## src/rtl/m_lsu_pkg.sv

```systemverilog
// rtl/m_lsu_pkg.sv - access-size encodings, FSM states and lane helpers for the M-stage LSU
package m_lsu_pkg;

   localparam logic [1:0] SIZE_B = 2'd0;
   localparam logic [1:0] SIZE_H = 2'd1;
   localparam logic [1:0] SIZE_W = 2'd2;

   localparam logic [1:0] ST_IDLE = 2'd0;
   localparam logic [1:0] ST_REQ  = 2'd1;
   localparam logic [1:0] ST_DONE = 2'd2;

   function automatic logic is_misaligned(input logic [1:0] size, input logic [1:0] lo);
      return ((size == SIZE_H) && lo[0]) || ((size == SIZE_W) && (lo != 2'b00));
   endfunction

   function automatic logic [3:0] lane_byteen(input logic [1:0] size, input logic [1:0] lo);
      case (size)
         SIZE_B:  return 4'b0001 << lo;
         SIZE_H:  return lo[1] ? 4'b1100 : 4'b0011;
         default: return 4'b1111;
      endcase
   endfunction

   function automatic logic [31:0] lane_wdata(input logic [1:0] size, input logic [31:0] data);
      case (size)
         SIZE_B:  return {4{data[7:0]}};
         SIZE_H:  return {2{data[15:0]}};
         default: return data;
      endcase
   endfunction

endpackage

```

## src/rtl/m_load_ext.sv

```systemverilog
// rtl/m_load_ext.sv - selects the addressed byte/half of a read word and sign/zero-extends it
module m_load_ext
   import m_lsu_pkg::*;
(
   input  logic [31:0] rdata,
   input  logic [1:0]  addr_lo,
   input  logic [1:0]  size,
   input  logic        sign,
   output logic [31:0] ext
);

   logic [7:0]  byte_v;
   logic [15:0] half_v;

   always_comb begin
      byte_v = rdata[{addr_lo, 3'b000} +: 8];
      half_v = addr_lo[1] ? rdata[31:16] : rdata[15:0];
      case (size)
         SIZE_B:  ext = {{24{sign & byte_v[7]}}, byte_v};
         SIZE_H:  ext = {{16{sign & half_v[15]}}, half_v};
         default: ext = rdata;
      endcase
   end

endmodule

```

## src/rtl/m_lsu.sv

```systemverilog
// rtl/m_lsu.sv - M-stage load/store unit: req/ack bus master that stalls the pipeline per access
module m_lsu
   import m_lsu_pkg::*;
#(
   parameter int TIMEOUT = 64
) (
   input  logic        clk,
   input  logic        reset,
   input  logic        M_mem_read,
   input  logic        M_mem_write,
   input  logic [1:0]  M_mem_size,
   input  logic        M_mem_sign,
   input  logic [31:0] M_addr,
   input  logic [31:0] M_store_data,
   output logic        M_stall_req,
   output logic [31:0] M_MEM_read_data,
   output logic        M_align_err,
   output logic        M_bus_err,
   output logic        bus_req,
   output logic        bus_we,
   output logic [31:0] bus_addr,
   output logic [3:0]  bus_byteen,
   output logic [31:0] bus_wdata,
   input  logic        bus_ack,
   input  logic [31:0] bus_rdata
);

   logic [1:0]  state;
   logic [7:0]  cnt;
   logic [1:0]  lo_q;
   logic [1:0]  size_q;
   logic        sign_q;
   logic [31:0] result_q;
   logic        berr_q;
   logic [31:0] ext_data;
   logic        access;
   logic        misaligned;
   logic        go;

   assign access     = M_mem_read | M_mem_write;
   assign misaligned = is_misaligned(M_mem_size, M_addr[1:0]);
   assign go         = access & ~misaligned;

   assign M_align_err     = access & misaligned;
   assign M_stall_req     = ((state == ST_IDLE) & go) | (state == ST_REQ);
   assign M_MEM_read_data = (state == ST_DONE) ? result_q : 32'd0;
   assign M_bus_err       = (state == ST_DONE) & berr_q;

   m_load_ext u_load_ext (
      .rdata   (bus_rdata),
      .addr_lo (lo_q),
      .size    (size_q),
      .sign    (sign_q),
      .ext     (ext_data)
   );

   always_ff @(posedge clk or negedge reset) begin
      if (!reset) begin
         state      <= ST_IDLE;
         cnt        <= 8'd0;
         bus_req    <= 1'b0;
         bus_we     <= 1'b0;
         bus_addr   <= 32'd0;
         bus_byteen <= 4'd0;
         bus_wdata  <= 32'd0;
         lo_q       <= 2'd0;
         size_q     <= 2'd0;
         sign_q     <= 1'b0;
         result_q   <= 32'd0;
         berr_q     <= 1'b0;
      end else begin
         case (state)
            ST_IDLE: begin
               if (go) begin
                  bus_req    <= 1'b1;
                  bus_we     <= M_mem_write;
                  bus_addr   <= {M_addr[31:2], 2'b00};
                  bus_byteen <= lane_byteen(M_mem_size, M_addr[1:0]);
                  bus_wdata  <= lane_wdata(M_mem_size, M_store_data);
                  lo_q       <= M_addr[1:0];
                  size_q     <= M_mem_size;
                  sign_q     <= M_mem_sign;
                  cnt        <= 8'd0;
                  result_q   <= 32'd0;
                  berr_q     <= 1'b0;
                  state      <= ST_REQ;
               end
            end
            ST_REQ: begin
               if (bus_ack) begin
                  result_q <= bus_we ? 32'd0 : ext_data;
                  bus_req  <= 1'b0;
                  state    <= ST_DONE;
               end else if (cnt == 8'(TIMEOUT - 1)) begin
                  // Abort: the instruction retires with a zero result and the error flag.
                  berr_q   <= 1'b1;
                  result_q <= 32'd0;
                  bus_req  <= 1'b0;
                  state    <= ST_DONE;
               end else begin
                  cnt <= cnt + 8'd1;
               end
            end
            default: state <= ST_IDLE;
         endcase
      end
   end

endmodule

```

## config.mk

```make
export PLATFORM = sky130hd
export DESIGN_NAME = m_lsu
export DESIGN_NICKNAME = d
export VERILOG_FILES = /design/src/rtl/m_lsu_pkg.sv /design/src/rtl/m_load_ext.sv /design/src/rtl/m_lsu.sv
export SDC_FILE = /design/constraint.sdc
export NUM_CORES = 1
export LEC_CHECK = 0
export BUFFER_PORTS_ARGS = -buffer_cell sky130_fd_sc_hd__buf_2
export CORE_ASPECT_RATIO = 2
export CORE_MARGIN = 4
export CORE_UTILIZATION = 54
export DETAILED_ROUTE_END_ITERATION = 10
export GPL_ROUTABILITY_DRIVEN = 0
export GPL_TIMING_DRIVEN = 0
export PLACE_DENSITY_LB_ADDON = 0.12
export SYNTH_ARGS = -nofsm -noshare
export SYNTH_HDL_FRONTEND = slang
export SYNTH_SLANG_ARGS = --single-unit
```

## constraint.sdc

```tcl
create_clock -name clk -period 3.15 [get_ports clk]
set_clock_uncertainty 0.15 [all_clocks]
set_input_delay 0.63 -clock clk [delete_from_list [all_inputs] [get_ports clk]]
set_output_delay 0.63 -clock clk [all_outputs]
set_load 0.02 [all_outputs]
```

## Yosys cells after proc, flatten, opt, wreduce, memory -nomap -nowiden

Index checks and enable logic that the tools add are counted.

- Bits in registers: 116
- Logic and storage cells: 75

- Add/subtract/negate cells: 1
- Eq/ne operators: 11
- Shifts and indexed selects: 2
- Mux-type cells: 27
- Bitwise logic cells: 9
- Reductions and logical operators: 13

Operators by type and width:

| operator | number |
|---|---|
| case mux 32 bit (2 select lines) | 3 |
| 2-to-1 mux 32 bit | 5 |
| variable part select 32 x 6 -> 8 bit | 1 |
| 2-to-1 mux 8 bit | 3 |
| 2-to-1 mux 16 bit | 1 |
| case mux 8 bit (2 select lines) | 1 |
| adder 8 x 1 -> 8 bit, second input constant | 1 |
| == test 8 x 6 -> 1 bit, second input constant | 1 |
| case mux 4 bit (2 select lines) | 1 |
| AND reduction 4 bit | 2 |
| AND 1 bit | 6 |
| == test 2 x 1 -> 1 bit, second input constant | 3 |
| zero test 2 bit | 3 |
| 2-to-1 mux 1 bit | 6 |
| 2-to-1 mux 2 bit | 3 |
| inequality test 2 bit, second input constant | 3 |
| == test 2 bit, second input constant | 2 |
| 2-to-1 mux 4 bit | 1 |
| case mux 1 bit (2 select lines) | 2 |
| case mux 2 bit (2 select lines) | 1 |
| AND reduction 2 bit | 2 |
| nonzero test 2 bit | 2 |
| left shift 1 x 2 -> 4 bit, first input constant | 1 |
| inequality test 3 x 2 -> 1 bit, second input constant | 1 |
| 6 further kinds | 8 |

## Longest topological paths before layout

Gate-level depths: netlist of run 1.

- Word-level depth: 7
- Mapped depth: 7
- Depth with buffers taken out: 5

## Modules after synthesis

From an unflattened synthesis of run 1, not the netlist that was laid out.

- Cell total of the unflattened synthesis: 643
- Area total of the unflattened synthesis: 5,808.1 um2

By module, submodules not included:

| module | times used | cells an instance | area an instance (um2) |
|---|---|---|---|
| m_lsu | 1 | 520 | 5,102.4 |
| m_load_ext | 1 | 123 | 705.7 |

## Worst setup path after synthesis of run 1

OpenSTA, ideal clock, no wires.

- Kind: input -> output
- Start: input M_mem_size[0]
- End: output M_stall_req
- Arrival: 1,730 ps
- Required time: 2,370 ps
- Path slack: 640 ps
- Stages: 4
- Buffers on the path: 1
- Cells stage by stage: buf_4 -> xor2_1 -> a2111o_1 -> o21ai_0

- Cells in the longest elaborated chain, start to end: 7
- Elaborated cells on any way between the ends: 9

Ends and longest elaborated chain:

| what | line | RTL |
|---|---|---|
| from (decl) | m_lsu.sv:11 | `input logic [1:0] M_mem_size,` |
| == test 2 x 1 -> 1 bit / == test 2 bit (equally long branches) | m_lsu_pkg.sv:13 | `return ((size == SIZE_H) && lo[0]) \|\| ((size == SIZE_W) && (lo != 2'b00));` |
| logical AND 1 bit | m_lsu_pkg.sv:13 |  |
| logical OR 1 bit * | m_lsu_pkg.sv:13 |  |
| NOT 1 bit * | m_lsu.sv:42 | `assign go = access & ~misaligned;` |
| AND 1 bit * | m_lsu.sv:42 |  |
| AND 1 bit * | m_lsu.sv:45 | `assign M_stall_req = ((state == ST_IDLE) & go) \| (state == ST_REQ);` |
| bitwise OR 1 bit * | m_lsu.sv:45 |  |
| to (decl) | m_lsu.sv:15 | `output logic M_stall_req,` |

Every way passes the cells marked *; elsewhere a longest branch is shown, timed or not.

## Final worst setup path of run 1

- Start: register state[0]
- End: output M_stall_req

- Cells in the longest elaborated chain, start to end: 3
- Elaborated cells on any way between the ends: 4

Ends and longest elaborated chain:

| what | line | RTL |
|---|---|---|
| from (decl) | m_lsu.sv:28 | `logic [1:0] state;` |
| from (signal assigned) | m_lsu.sv:59 | `state <= ST_IDLE;` |
| from (signal assigned) | m_lsu.sv:86 | `state <= ST_REQ;` |
| from (signal assigned) | m_lsu.sv:93 | `state <= ST_DONE;` |
| zero test 2 bit | m_lsu.sv:45 |  |
| AND 1 bit | m_lsu.sv:45 |  |
| bitwise OR 1 bit * | m_lsu.sv:45 |  |

Marks and branches as above.

==> impl_metrics.json, run 1 <==
{
  "start_util_pct": 55.1,
  "fp.dieH_um": 155,
  "fillers": 759,
  "cts_num_sinks": 116,
  "cts_setup_buffers": 0,
  "slew_headroom_pct": 40.0,
  "drive_gt1_share_pct": 48.0,
  "post-dp-hpwl_um": 13100,
  "grt_max_degree": 60,
  "multiInputGateArea_mm2": 0.00265,
  "final_cell_mix": "buf_2, dfrtp_1, mux2_2, a21oi_1, and3_1",
  "worstSetupEndpoint": "M_stall_req",
  "htree_levels": 4,
  "areaGrowthSynthToFinish_pct": 32.4,
  "synth_seq_cells": 116,
  "p_sw_share_pct": 38.5,
  "synthTopCellsByArea": "dfrtp_1, mux2_2, and3_1, a21oi_1, mux2i_1",
  "crit_path_max_fanout": 10,
  "regArea_mm2": 0.00290,
  "synth_flop_cell": "dfrtp_1",
  "total_power_mw": 8.14,
  "wl_per_cell_um": 19.6,
  "worstSkewPairLatency_ns": 0.40,
  "p_leak_nw": 3.88,
  "synthArstFlopShare_pct": 100,
  "yosysTopAreaCellShare_pct": 50.0,
  "final_common_cell": "buf_2",
  "drc": 0,
  "synth_seq_area_share_pct": 50.0,
  "gr-total-overflow": 0,
  "r2r_setup_slack_ns": 0.71,
  "pin_count": 209,
  "crit-reg2reg-capture": "result_q[24]",
  "hold_path_class": "input pin to async pin",
  "crit_arrival_ns": 2.06,
  "cts-root-to-sink-buffers": 2,
  "rsz0062_at_grt": "false",
  "seq_power_share_pct": 30.8,
  "status": "complete, no violations",
  "netlist_area_mm2": 0.00581,
  "drt_wl_total_um": 17100,
  "grt_pass1_vias": 5454,
  "wl_met3_um": 1400,
  "cts-root-buf": "clkbuf_16",
  "crit_start": "state[0]",
  "r2r-start": "lo_q[1]",
  "rows": 53,
  "peakVddDrop_v": 0.000717,
  "antenna_found_initial": 0,
  "fin_crit_ns": 2.84,
  "ys.warnings.count": 0,
  "port_buffers": 205,
  "r2r_cells": 6,
  "antenna_left": 0,
  "die_x_um": 81.3,
  "drtPass1Iterations": 5,
  "synth_top_cell_by_area": "dfrtp_1",
  "avgSynthCellArea_um2": 11.7,
  "clk_pin_slew_worst_paths_ns": 0.06,
  "cts_resized": 0,
  "critPathRequiredTime_ns": 2.37,
  "route.met2.wl_um": 8970,
  "highest_layer": "met4",
  "min_period_over_period_pct": 90.3,
  "cts_made_buffers": 17,
  "grt_usage_pct": 28.6,
  "final-hold-violation-count": 0,
  "clockPowerShare_pct": 25.8,
  "combPwrFrac_pct": 43.4,
  "fmax_mhz": 352,
  "final_max_slew_viol_count": 0,
  "hold_slack_ns": 0.0511,
  "netlist_instances": 497,
  "crit_type": "flop to primary output",
  "num_vias": 4979,
  "synth-edff-count": 0,
  "setup_viol": 0,
  "nets": 828,
  "core_area_mm2": 0.0105,
  "cellInternalPower_mw": 5.01,
  "grt_first_pass_wirelength_um": 27200,
  "die_area_mm2": 0.0126,
  "drt_iter0_drc": 217,
  "cts_hold_buf": 0,
  "synth.distinct_cells": 50,
  "n_antenna_cell": 0,
  "power.density_mw_per_mm2": 1060,
  "cp-end-kind": "primary output",
  "max_cap_violations": 0,
  "met1_length_um": 5720,
  "p_switching_mw": 3.13,
  "cts_tree": "yes",
  "worstMarginPinSlew_ns": 0.897,
  "drt-vias-per-instance": 5.71,
  "start_kind": "flop"
}
-- power groups by stage --
stage                     logic [mW]  clock network (mW)  registers [mW]
after floorplan                 1.82                   0            3.02
after global placement          3.44                   0            2.47
after detailed placement        3.53                   0            2.51
after CTS                       3.54                2.13            2.50
after global routing            3.82                2.20            2.58
final                           3.53                2.10            2.51
-- registers in the layout, summed over array words and instances (netlist names), 2 cells and up --
name / cells
bus_addr: 30
bus_byteen: 4
bus_wdata: 32
cnt: 8
lo_q: 2
result_q: 32
size_q: 2
state: 2
-- worst min-delay path by stage --
stage	from	end	slack (ns)	cells after the start
2_1_floorplan	reset	berr_q	0.18	0
3_3_place_gp	result_q[11]	result_q[11]	0.31	1
3_5_place_dp	result_q[9]	result_q[9]	0.31	1
4_1_cts	reset	cnt[7]	0.06	1
5_1_grt	reset	cnt[7]	0.08	1
6_report	reset	cnt[7]	0.05	1
-- through the flow --
step           setup TNS (ns)  cell area, um^2  setup slack [ns]  cells  util [%]
4_1_cts                     0             7690             0.340    872      72.9
2_1_floorplan               0             5810             0.640    498         -
3_5_place_dp                0             7040             0.457    841      66.8
3_3_place_gp            -7.72             7010           -0.0747    840      66.5
5_1_grt                     0             7690             0.214    872      72.9
6_report                    0             7690             0.306    872      72.9
-- cells by family after synthesis --
family	Yosys count	share of synthesized area (%)
multiplexers	119	22.9
buffers and inverters	46	4.50
other	1	0.0646
AO/OA/AOI/OAI	118	12.8
AND/OR/NAND/NOR	93	9.11
adder cells (fa/ha/maj)	1	0.215
flip-flops	116	50.0
XOR/XNOR	3	0.452
-- area by class of cell --
cell class | instances | area share (%)
clock buffers | 19 | 5.76
plain buffers | 39 | 3.06
flip-flops and latches | 116 | 37.7
multi-input cells | 336 | 34.4
well taps | 137 | 2.23
repair buffers | 206 | 13.8
clock inverters | 12 | 2.65
inverters | 7 | 0.342
-- Yosys cell counts, types with 7 or more instances --
cell type  count
dfrtp_1      116
mux2_2        97
a21oi_1       40
and3_1        35
o21ai_0       29
clkbuf_1      22
mux2i_1       20
nand2_1       17
o2bb2ai_1     17
nor2_1        14
a21o_1         9
a22o_1         7
-- routing by layer --
layer / track usage (%) / up-vias
met1: 29.0 / 2387
met4: 18.8 / 0
met5: 0 / -
met2: 48.9 / 260
li1: - / 2268
met3: 8.51 / 64
-- critical path, cell delays in order, from the launching register on --
cell and delay, ns:
dfrtp_1 0.35, buf_4 0.20, clkinv_1 0.28, clkbuf_1 0.32
o21ai_0 0.29, buf_2 0.22
(Power assumes the default switching activity.)
==> run 2, diff against run 1 <==
SYNTH_HIERARCHICAL = 1   (was unset)
==> run 2 against run 1 <==
  * Die area hardly changed
  * Critical endpoint unchanged
  * Utilization fell by 0.64 points
  * Non-clock buffer count increased by 4
  * Cell area shrank 0.88%
  * Largest power group unchanged
==> impl_metrics.json, run 2 <==
{
  "status": "complete, no violations",
  "hold_depth": 3,
  "p_sw_share_pct": 42.8,
  "yosysTopAreaCellShare_pct": 50.0,
  "synth_flop_cell": "dfrtp_1",
  "synth-edff-count": 0,
  "fin_crit_ns": 3.02,
  "core_area_mm2": 0.0105,
  "die_area_mm2": 0.0126,
  "finalNonFillerCells": 1017,
  "rsz0062_at_grt": "false",
  "final-hold-violation-count": 0,
  "avgSynthCellArea_um2": 9.03,
  "final_max_slew_viol_count": 0,
  "drc": 0,
  "drt-vias-per-instance": 5.62,
  "min_from": "M_addr[10]",
  "multiInputGateArea_mm2": 0.00268,
  "grt_first_pass_wirelength_um": 28700,
  "grt_pass1_vias": 6000,
  "nets": 972,
  "gr-total-overflow": 0,
  "r2r_cells": 6,
  "max_cap_violations": 0,
  "crit_path_max_fanout": 10,
  "synth_seq_cells": 116,
  "netlist_instances": 643,
  "drive_gt1_share_pct": 31.3,
  "drt_iter0_drc": 237,
  "total_power_mw": 7.79,
  "post-dp-hpwl_um": 14000,
  "rows": 53,
  "n_antenna_cell": 0,
  "drtPass1Iterations": 4,
  "combPwrFrac_pct": 43.6,
  "cts_tree": "yes",
  "critPathRequiredTime_ns": 2.37,
  "seq_power_share_pct": 32.4,
  "cp-end-kind": "primary output",
  "placed_cells": 985,
  "synth_commonest_cells": "nand2_1, dfrtp_1, o21ai_0",
  "slew_headroom_pct": 20.3,
  "synth_top_cell_by_area": "dfrtp_1",
  "fp.dieH_um": 155,
  "setup_viol": 0,
  "pin_count": 209,
  "synth_seq_area_share_pct": 50.0,
  "die_x_um": 81.3,
  "synth.distinct_cells": 53,
  "clockPowerShare_pct": 24.0,
  "hold_path_class": "input pin to flop",
  "p_switching_mw": 3.33,
  "cts-root-buf": "clkbuf_16",
  "synthTopCellsByArea": "dfrtp_1, nand2_1, a22o_1, mux2i_1, and2_1",
  "clk_pin_slew_worst_paths_ns": 0.06,
  "cts_num_sinks": 116,
  "worstSkewPairLatency_ns": 0.42,
  "crit_arrival_ns": 2.24,
  "yosysMostFrequentCell": "nand2_1",
  "drt_wl_total_um": 18400,
  "start_util_pct": 55.1,
  "grt_usage_pct": 30.1,
  "finalSetupTns_ns": 0,
  "ys.warnings.count": 6,
  "synthArstFlopShare_pct": 100,
  "areaGrowthSynthToFinish_pct": 31.3,
  "final_cell_mix": "buf_2, nand2_1, dfrtp_1, o21ai_0",
  "antenna_left": 0,
  "port_buffers": 203,
  "worstMarginPinSlew_ns": 1.19,
  "cts_made_buffers": 17,
  "p_leak_nw": 4.15,
  "r2r-start": "cnt[0]",
  "cts-root-to-sink-buffers": 2,
  "crit-reg2reg-capture": "result_q[15]",
  "num_vias": 5715,
  "fillers": 822,
  "peakVddDrop_v": 0.000739,
  "cellInternalPower_mw": 4.46,
  "antenna_found_initial": 0,
  "fmax_mhz": 331,
  "reg_top3": "bus_wdata (32), result_q (32), bus_addr (30)",
  "min_to": "bus_addr[10]",
  "r2r_setup_slack_ns": 0.61,
  "wl_per_cell_um": 18.1,
  "crit_type": "input pin to primary output",
  "min_period_over_period_pct": 95.9,
  "htree_levels": 4,
  "start_kind": "input pin",
  "netlist_area_mm2": 0.00581,
  "grt_max_degree": 83,
  "regArea_mm2": 0.00290,
  "power.density_mw_per_mm2": 1020
}
[run 2: changes by cell type in the layout (fill, tap and decap cells not counted), moves of 7 or more]
cell and change:
and3_1 -33, nand2_1 +197, buf_2 +7, mux2i_1 +7, a221o_2 +8, a21oi_1 -23
a22o_1 +27, o2bb2ai_1 -17, and2_1 +34, o21ai_0 +9, mux2_2 -96
[run 2: cell type report]
class / instances / area share (%)
sequential: 116 / 38.1
multi-input combinational: 475 / 35.1
timing repair buffer: 206 / 14.0
clock buffer: 19 / 5.94
buffer: 43 / 2.61
tap: 137 / 2.25
clock inverter: 13 / 1.64
inverter: 8 / 0.394
[run 2: timing repair]
item                                    4_1_cts  5_1_grt
hold buffers                                  1        0
resized for setup                             0        1
buffers inserted                              1        0
hold endpoints to repair                     34        0
endpoints found under the setup margin        1        1
pin swaps                                     1        0
[run 2: stage by stage]
stage	util, %	area, um^2	hold WS, ns	worst slack [ns]
floorplan	-	5810	0.184	0.282
global placement	66.4	7000	0.305	-0.0764
detailed placement	66.7	7030	0.307	-0.121
CTS	72.3	7620	0.237	0.0208
global route	72.3	7620	0.248	0.0522
finish	72.3	7620	0.248	0.128
[run 2: power groups by stage]
stage / sequential (mW) / combinational (mW) / clock, mW
floorplan: 2.99 / 1.70 / 0
global placement: 2.50 / 3.28 / 0
detailed placement: 2.53 / 3.38 / 0
CTS: 2.52 / 3.40 / 1.89
global route: 2.59 / 3.70 / 1.96
finish: 2.52 / 3.40 / 1.87
[run 2: cell families (layout without fill, tap and decap cells)]
| group | after synthesis | after routing | synth area share [%] |
|---|---|---|---|
| AND/OR/NAND/NOR | 307 | 307 | 23.3 |
| AO/OA/AOI/OAI | 136 | 136 | 17.4 |
| flip-flops | 116 | 116 | 50.0 |
| buffers and inverters | 53 | 289 | 4.07 |
| multiplexers | 28 | 28 | 4.85 |
| adder cells (fa/ha/maj) | 2 | 2 | 0.388 |
| other | 1 | 2 | 0.0646 |
[run 2: routing by layer]
metal,global-route usage [%],part of all wire (%)
met1,29.4,33
met2,53.5,54
met3,8.39,7.2
met4,18.6,5.7
met5,0,0
[run 2: worst max path at each step]
stage	startpoint	slack, ns	end	cells past startpoint
after detailed placement	M_mem_write	-0.12	M_stall_req	8
after floorplan	M_mem_size[0]	0.28	M_stall_req	7
after global placement	reset	-0.08	bus_addr[11]	1
after CTS	state[0]	0.02	M_stall_req	6
after global routing	state[0]	0.05	M_stall_req	6
final	M_mem_size[0]	0.13	M_stall_req	7
[run 2: worst max-delay path, stage by stage]
cell and delay [ns]:
buf_2 0.24, o21ba_2 0.24, a2111o_1 0.46, buf_2 0.21, buf_2 0.20, nand2_1 0.08, buf_2 0.16
